## src/rtl/axi_w_router.sv

```systemverilog
// AXI write-data channel router.
// Steers one master W channel to one of NUM_SLV slave W channels, or to an
// internal decode-error sink. The burst order comes from a small order FIFO
// that the AW arbiter fills with (target, len) on every accepted AW handshake.
// A beat counter checks that WLAST_M appears exactly on beat len of each burst.
module axi_w_router #(
    parameter int NUM_SLV     = 2,
    parameter int DATA_W      = 32,
    parameter int ORDER_DEPTH = 4,
    parameter int LEN_W       = 4
) (
    input  logic                           clk,
    input  logic                           rst,
    input  logic                           ord_valid,
    input  logic [2:0]                     ord_slv,
    input  logic [LEN_W-1:0]               ord_len,
    output logic                           ord_ready,
    input  logic [DATA_W-1:0]              WDATA_M,
    input  logic [DATA_W/8-1:0]            WSTRB_M,
    input  logic                           WLAST_M,
    input  logic                           WVALID_M,
    output logic                           WREADY_M,
    output logic [NUM_SLV*DATA_W-1:0]      WDATA_S,
    output logic [NUM_SLV*(DATA_W/8)-1:0]  WSTRB_S,
    output logic [NUM_SLV-1:0]             WLAST_S,
    output logic [NUM_SLV-1:0]             WVALID_S,
    input  logic [NUM_SLV-1:0]             WREADY_S,
    output logic                           dec_err_done,
    output logic                           wlast_err,
    output logic                           busy
);

    localparam int PTR_W  = (ORDER_DEPTH > 1) ? $clog2(ORDER_DEPTH) : 1;
    localparam int STRB_W = DATA_W / 8;
    // Target indices at or above this value address the decode-error sink.
    localparam logic [3:0] SINK_BASE = 4'(NUM_SLV);

    // Order FIFO storage and pointers (one extra wrap bit for full/empty).
    logic [2:0]       r_slv_mem [ORDER_DEPTH];
    logic [LEN_W-1:0] r_len_mem [ORDER_DEPTH];
    logic [PTR_W:0]   r_wptr;
    logic [PTR_W:0]   r_rptr;

    // Burst tracking and status.
    logic [LEN_W-1:0] r_cnt;
    logic             r_wlast_err;
    logic             r_dec_err_done;

    logic               w_empty;
    logic               w_full;
    logic               w_push;
    logic               w_pop;
    logic               w_beat;
    logic [2:0]         w_head_slv;
    logic [LEN_W-1:0]   w_head_len;
    logic               w_head_sink;
    logic               w_len_hit;
    logic [NUM_SLV-1:0] w_sel;

    assign w_empty     = (r_wptr == r_rptr);
    assign w_full      = (r_wptr[PTR_W] != r_rptr[PTR_W]) &&
                         (r_wptr[PTR_W-1:0] == r_rptr[PTR_W-1:0]);
    assign w_head_slv  = r_slv_mem[r_rptr[PTR_W-1:0]];
    assign w_head_len  = r_len_mem[r_rptr[PTR_W-1:0]];
    assign w_head_sink = ({1'b0, w_head_slv} >= SINK_BASE);

    // A pop never frees space for a push in the same cycle.
    assign w_push    = ord_valid && !w_full;
    assign w_beat    = WVALID_M && WREADY_M;
    assign w_pop     = w_beat && WLAST_M;
    assign w_len_hit = (r_cnt == w_head_len);

    assign ord_ready    = !w_full;
    assign busy         = !w_empty;
    assign wlast_err    = r_wlast_err;
    assign dec_err_done = r_dec_err_done;

    // Route master W signals to the slave selected by the FIFO head; others see zeros.
    always_comb begin
        w_sel    = '0;
        WDATA_S  = '0;
        WSTRB_S  = '0;
        WLAST_S  = '0;
        WVALID_S = '0;
        for (int i = 0; i < NUM_SLV; i++) begin
            w_sel[i]                        = !w_empty && !w_head_sink && (w_head_slv == 3'(i));
            WVALID_S[i]                     = w_sel[i] && WVALID_M;
            WLAST_S[i]                      = w_sel[i] && WLAST_M;
            WDATA_S[i*DATA_W +: DATA_W]     = w_sel[i] ? WDATA_M : '0;
            WSTRB_S[i*STRB_W +: STRB_W]     = w_sel[i] ? WSTRB_M : '0;
        end
        // The sink swallows beats unconditionally; an empty FIFO stalls the master.
        WREADY_M = !w_empty && (w_head_sink || (|(w_sel & WREADY_S)));
    end

    // Order FIFO: write entries on push, advance pointers on push/pop.
    always_ff @(posedge clk or negedge rst) begin
        if (!rst) begin
            r_wptr <= '0;
            r_rptr <= '0;
            for (int i = 0; i < ORDER_DEPTH; i++) begin
                r_slv_mem[i] <= 3'd0;
                r_len_mem[i] <= '0;
            end
        end else begin
            if (w_push) begin
                r_slv_mem[r_wptr[PTR_W-1:0]] <= ord_slv;
                r_len_mem[r_wptr[PTR_W-1:0]] <= ord_len;
                r_wptr                       <= r_wptr + (PTR_W+1)'(1);
            end else begin
                r_wptr <= r_wptr;
            end
            if (w_pop) begin
                r_rptr <= r_rptr + (PTR_W+1)'(1);
            end else begin
                r_rptr <= r_rptr;
            end
        end
    end

    // Beat counter within the current burst; cleared when WLAST_M is accepted.
    always_ff @(posedge clk or negedge rst) begin
        if (!rst) begin
            r_cnt <= '0;
        end else if (w_pop) begin
            r_cnt <= '0;
        end else if (w_beat) begin
            r_cnt <= r_cnt + LEN_W'(1);
        end else begin
            r_cnt <= r_cnt;
        end
    end

    // Sticky flag when WLAST_M disagrees with the expected last beat position.
    always_ff @(posedge clk or negedge rst) begin
        if (!rst) begin
            r_wlast_err <= 1'b0;
        end else if (w_beat && (WLAST_M != w_len_hit)) begin
            r_wlast_err <= 1'b1;
        end else begin
            r_wlast_err <= r_wlast_err;
        end
    end

    // One-cycle pulse after a sink burst completes, for the default B responder.
    always_ff @(posedge clk or negedge rst) begin
        if (!rst) begin
            r_dec_err_done <= 1'b0;
        end else begin
            r_dec_err_done <= w_pop && w_head_sink;
        end
    end

endmodule

```

## config.mk

```make
export PLATFORM = sky130hd
export DESIGN_NAME = axi_w_router
export DESIGN_NICKNAME = d
export VERILOG_FILES = /design/src/rtl/axi_w_router.sv
export SDC_FILE = /design/constraint.sdc
export NUM_CORES = 1
export LEC_CHECK = 0
export CAP_MARGIN = 20
export CORE_ASPECT_RATIO = 0.9
export CORE_MARGIN = 10
export CORE_UTILIZATION = 25
export DETAILED_ROUTE_END_ITERATION = 10
export PLACE_DENSITY_LB_ADDON = 0.15
export SETUP_SLACK_MARGIN = 0.4
export SYNTH_ARGS = -nofsm -noshare
export SYNTH_HDL_FRONTEND = slang
export SYNTH_SLANG_ARGS = --single-unit
```

## constraint.sdc

```tcl
create_clock -name clk -period 2.9 [get_ports clk]
set_clock_uncertainty 0.15 [all_clocks]
set_input_delay 0.87 -clock clk [delete_from_list [all_inputs] [get_ports clk]]
set_output_delay 0.87 -clock clk [all_outputs]
set_load 0.05 [all_outputs]
```

### Word-level counts from Yosys, hierarchy flattened

Cells that the tools add are included.

| word-level totals | value |
|---|---|
| bits in registers | 40 |
| output and inout port bits | 81 |
| logic and storage cells | 69 |

| cells by class | value |
|---|---|
| $add $sub $neg | 3 |
| $lt $le $gt $ge | 4 |
| eq/ne operators | 6 |
| muxes and demuxes | 18 |
| bitwise operators | 3 |
| reduce and logical (&&, ||, !) cells | 22 |

Operator list:

| cell | number |
|---|---|
| $mux W32 | 2 |
| $mux W4 | 7 |
| $bwmux W16 | 1 |
| $logic_and A1 B1 Y1 | 15 |
| $bwmux W12 | 1 |
| $mux W3 | 3 |
| $bmux W4 S2 | 1 |
| $demux W4 S2 | 1 |
| $add A3 B1 Y3 const B | 2 |
| $bmux W3 S2 | 1 |
| $demux W3 S2 | 1 |
| $ge A3 B3 Y1 const B | 2 |
| $not A2 Y3 | 2 |
| $add A4 B1 Y4 const B | 1 |
| $eq A4 B4 Y1 | 1 |
| $eq A3 B1 Y1 const B | 1 |
| $eq A3 B3 Y1 | 1 |
| $ge A3 B2 Y1 const B | 1 |
| $logic_not A1 Y1 | 3 |
| $logic_not A3 Y1 | 1 |
| $lt A3 B1 Y1 const B | 1 |
| $and A2 B2 Y2 | 1 |
| $eq A2 B2 Y1 | 1 |
| $ne A1 B1 Y1 | 2 |
| 3 further kinds | 3 |

### Depth between registers and ports, before layout

| depth | value |
|---|---|
| word-level depth | 15 |
| gate-level depth with buffers | 7 |
| gate-level depth less buffers | 5 |

### Worst setup path after synthesis

OpenSTA, ideal clock, no wires.

| timing | value |
|---|---|
| kind | flip-flop to output port |
| start | register r_rptr[0] |
| end | output WREADY_M |
| arrival | 2.396 ns |
| data required time | 1.880 ns |
| path slack | -0.516 ns |
| cell stages (with the launch flop) | 5 |
| path through | dfrtp_1 -> buf_6 -> mux4_2 -> mux2i_1 -> a21boi_0 |

| on the way | value |
|---|---|
| longest elaborated chain between the ends | 12 |
| elaborated cells on any way between the ends | 17 |
| those cells by class | 1 x order compare; 2 x eq/ne; 3 x mux; 2 x bitwise; 9 x reduce/logical |

Ends and longest elaborated chain:

| item | RTL line | text |
|---|---|---|
| from (decl) | 42 | `logic [PTR_W:0] r_rptr;` |
| from (signal assigned) | 114 | `r_rptr <= r_rptr + (PTR_W+1)'(1);` |
| from (signal assigned) | 116 | `r_rptr <= r_rptr;` |
| $not A2 Y3 (implied by the code) | 63 | `assign w_head_slv = r_slv_mem[r_rptr[PTR_W-1:0]];` |
| $bmux W3 S2 | 63 |  |
| $mux W3 (implied by the code) (2 in a row) | 63 |  |
| $ge A3 B2 Y1 | 65 | `assign w_head_sink = ({1'b0, w_head_slv} >= SINK_BASE);` |
| $logic_not A1 Y1 | 86 | `w_sel[i] = !w_empty && !w_head_sink && (w_head_slv == 3'(i));` |
| $logic_and A1 B1 Y1 (2 in a row) | 86 |  |
| $and A2 B2 Y2 | 93 | `WREADY_M = !w_empty && (w_head_sink \|\| (\|(w_sel & WREADY_S)));` |
| $reduce_or A2 Y1 | 93 |  |
| $logic_or A1 B1 Y1 | 93 |  |
| $logic_and A1 B1 Y1 * | 93 |  |
| to (decl) | 22 | `output logic WREADY_M,` |

Every way passes the cells marked *; elsewhere a longest branch is shown, timed or not. The select of a mux whose other input is x is not followed.

### Worst setup path after layout

| timing | value |
|---|---|
| start | register r_rptr[0] |
| end | output WDATA_S[25] |

| on the way | value |
|---|---|
| longest elaborated chain between the ends | 9 |
| elaborated cells on any way between the ends | 12 |
| those cells by class | 1 x order compare; 1 x eq/ne; 4 x mux; 1 x bitwise; 5 x reduce/logical |

Ends and longest elaborated chain:

| item | RTL line | text |
|---|---|---|
| $not A2 Y3 (implied by the code) | 63 |  |
| $bmux W3 S2 | 63 |  |
| $mux W3 (implied by the code) (2 in a row) | 63 |  |
| $ge A3 B2 Y1 | 65 |  |
| $logic_not A1 Y1 | 86 |  |
| $logic_and A1 B1 Y1 | 86 |  |
| $logic_and A1 B1 Y1 * | 86 |  |
| $mux W32 * | 89 | `WDATA_S[i*DATA_W +: DATA_W] = w_sel[i] ? WDATA_M : '0;` |
| to (decl) | 23 | `output logic [NUM_SLV*DATA_W-1:0] WDATA_S,` |

Marks and branches as above.

==> results.json <==
{
  "gp_congestion": 0.7198,
  "crit_path_end_kind": "primary output",
  "crit_slowest_cell": "mux4_2",
  "crit_type": "flip-flop to primary output",
  "coreArea_um2": 9614,
  "hpwl_um": 7816,
  "worst-path-max-fanout": 37,
  "fin_crit_sh": 1.070,
  "wirelength_um": 9821,
  "clk_latency_ns": 0.29,
  "violations": "setup timing",
  "synth_area_per_cell_um2": 10.98,
  "use_met3": 0.05385,
  "grt_setup_unrepaired": "yes",
  "grt_overflow_total": 0,
  "hp-class": "flip-flop to flip-flop",
  "die_width_um": 124.1,
  "timing.slew.headroom": 0.4133,
  "fmax_ghz": 0.3223,
  "synth_top_area_frac": 0.4105,
  "r2r-start": "r_rptr[0]",
  "min_from": "wlast_err",
  "drc": 0,
  "drive_gt1_frac": 0.6387,
  "antenna_found_initial": 1,
  "setup_viol": 77,
  "critical_path_required_ns": 1.88,
  "use_met2": 0.2177,
  "cts_tree": "yes",
  "grt_pass1_vias": 2272,
  "top_usage_layer": "met2",
  "grt_max_degree": 41,
  "drv_cap": 0,
  "synth.ff_latch_count": 40,
  "grt_use_met1": 0.1674,
  "worst_pin_slew_ns": 0.8801,
  "ys_top_cells_by_area": "dfrtp_1 41%, and2_1 20%, mux2_2 14%",
  "nNetsFinal": 437,
  "syn_area_um2": 2439,
  "num_rows": 34,
  "start_util": 0.2536,
  "synth_most_common_cell": "and2_1",
  "outcome": "finished with violations",
  "syn2layout_area_growth_pct": 117.9,
  "avgRoutedWirePerCell_um": 19.33,
  "ant_nets": 0,
  "crit_start": "r_rptr[0]",
  "vias": 2254,
  "synth_common_cells": "77 x and2_1, 40 x dfrtp_1, 30 x mux2_2, 9 x xnor2_1, 8 x nor2_1",
  "dp_cells": 486,
  "dr.pass1.iters": 4,
  "finalMaxSlewViolations": 0,
  "ff_latch_area_um2": 1002,
  "fill_cells": 823,
  "synth_cells": 222,
  "yosysWarningCount": 0,
  "crit_arrival_ns": 2.08,
  "clkSinkCount": 40,
  "ys_types": 33,
  "port_buffers": 130,
  "instances_no_fill": 508,
  "ios": 131,
  "ys_async_sr_fraction": 1.000,
  "multi_input_area_um2": 1617,
  "drt_iter0_drc": 110,
  "synth_top_area_cell": "dfrtp_1",
  "layout_setup_ws_ns": -0.2030,
  "cpPeakStageDelay_ns": 0.57,
  "start_kind": "flip-flop",
  "vias_per_cell": 4.437,
  "cts_made_buffers": 5,
  "htree_levels": 2,
  "cp_cell_sequence": "mux4_2, nand2_4, buf_6, nor2_4, buf_12, and2_2, buf_12",
  "period_needed_ns": 3.103,
  "diodes": 0,
  "die_area_um2": 14110,
  "cts_hold_buf": 0,
  "synth_top_flop_cell": "dfrtp_1",
  "grt_pass1_wl_um": 14470,
  "yosysSeqAreaShare": 0.4105,
  "track_usage": 0.1351,
  "crit_top_cell": "buf_12",
  "hold_viol_final": 0,
  "die_h_um": 113.7,
  "synth_nets": 278,
  "cts-root-buf": "clkbuf_8",
  "clock_path_buffers": 2,
  "synth-edff-count": 0,
  "clk_pin_slew_ns": 0.08
}
cell usage in the layout, fill, tap and decap left out, types with 4 or more instances in the layout:
| cell type | netlist | final |
|---|---|---|
| buf_12 | 0 | 81 |
| clkdlybuf4s50_1 | 0 | 48 |
| and2_4 | 1 | 43 |
| dfrtp_1 | 40 | 39 |
| and2_2 | 0 | 32 |
| mux2_2 | 30 | 30 |
| buf_4 | 0 | 20 |
| buf_6 | 1 | 8 |
| xnor2_1 | 9 | 7 |
| clkbuf_8 | 0 | 7 |
| nor2_1 | 8 | 6 |
| nand2_1 | 7 | 6 |
| ha_1 | 6 | 6 |
| inv_1 | 5 | 4 |
| mux4_1 | 4 | 4 |
stage by stage:
step	setup TNS, ns	cell area, um^2	worst slack (ns)	util	hold WS [ns]
global placement	-0.4415	4925	-0.04885	0.5122	0.2937
floorplan	-11.03	2601	-0.1989	-	0.3107
detailed placement	-2.222	4925	-0.07155	0.5122	0.2994
CTS	-12.97	5202	-0.2319	0.5411	0.3179
global route	-18.17	5314	-0.2954	0.5527	0.3397
finish	-11.31	5314	-0.2030	0.5527	0.3043
cell families after synthesis:
kind of cell,Yosys count,synth area share
AND/OR/NAND/NOR,104,0.2545
flip-flops,40,0.4105
multiplexers,38,0.2104
buffers and inverters,15,0.02668
XOR/XNOR,12,0.04310
AO/OA/AOI/OAI,7,0.02411
adder cells (fa/ha/maj),6,0.03078
area by class of cell:
| type | count | area share |
|---|---|---|
| clock buffer | 7 | 0.01813 |
| clock inverter | 1 | 0.005651 |
| inverter | 5 | 0.004474 |
| multi-input combinational | 168 | 0.3042 |
| sequential | 40 | 0.1886 |
| tap | 126 | 0.02967 |
| timing repair buffer | 161 | 0.4493 |
final timing paths:
kind                            endpoint  slack, ns  cells after the start
setup reg to reg               r_rptr[1]       0.43                      7
min in group asynchronous  r_len_mem[15]       0.55                      1
hold reg to reg                wlast_err       0.30                      1
setup / recovery             WDATA_S[25]      -0.20                      7
max in group asynchronous      r_rptr[0]       1.46                      1
hold / removal                 wlast_err       0.30                      1
timing repair:
action                     4_1_cts  5_1_grt
gates cloned                     2        0
resized for setup               28       32
setup endpoints to repair       83       86
hold endpoints to repair         0        0
pin swaps                       12        8
setup buffers                    7        5
registers in the layout (all words and copies together), names as in the netlist:
register and count:
wlast_err 1, r_slv_mem 12, r_rptr 3, r_wptr 3, dec_err_done 1, r_len_mem 16, r_cnt 4
critical path: cells and delay by family (launching register included):
kind	cells	cell delay, ns
buf+inv	3	0.41
flops	1	0.42
mux	1	0.57
simple gates	3	0.37
layer usage:
layer / vias up / wire length, um
met4: 2 / 91
li1: 1067 / -
met1: 1081 / 4052
met2: 96 / 4597
met5: - / 13
met3: 8 / 1064
Power is left out: the tool's default activity adds up to more than one toggle a clock period on the data nets, which glitch-free logic cannot reach.
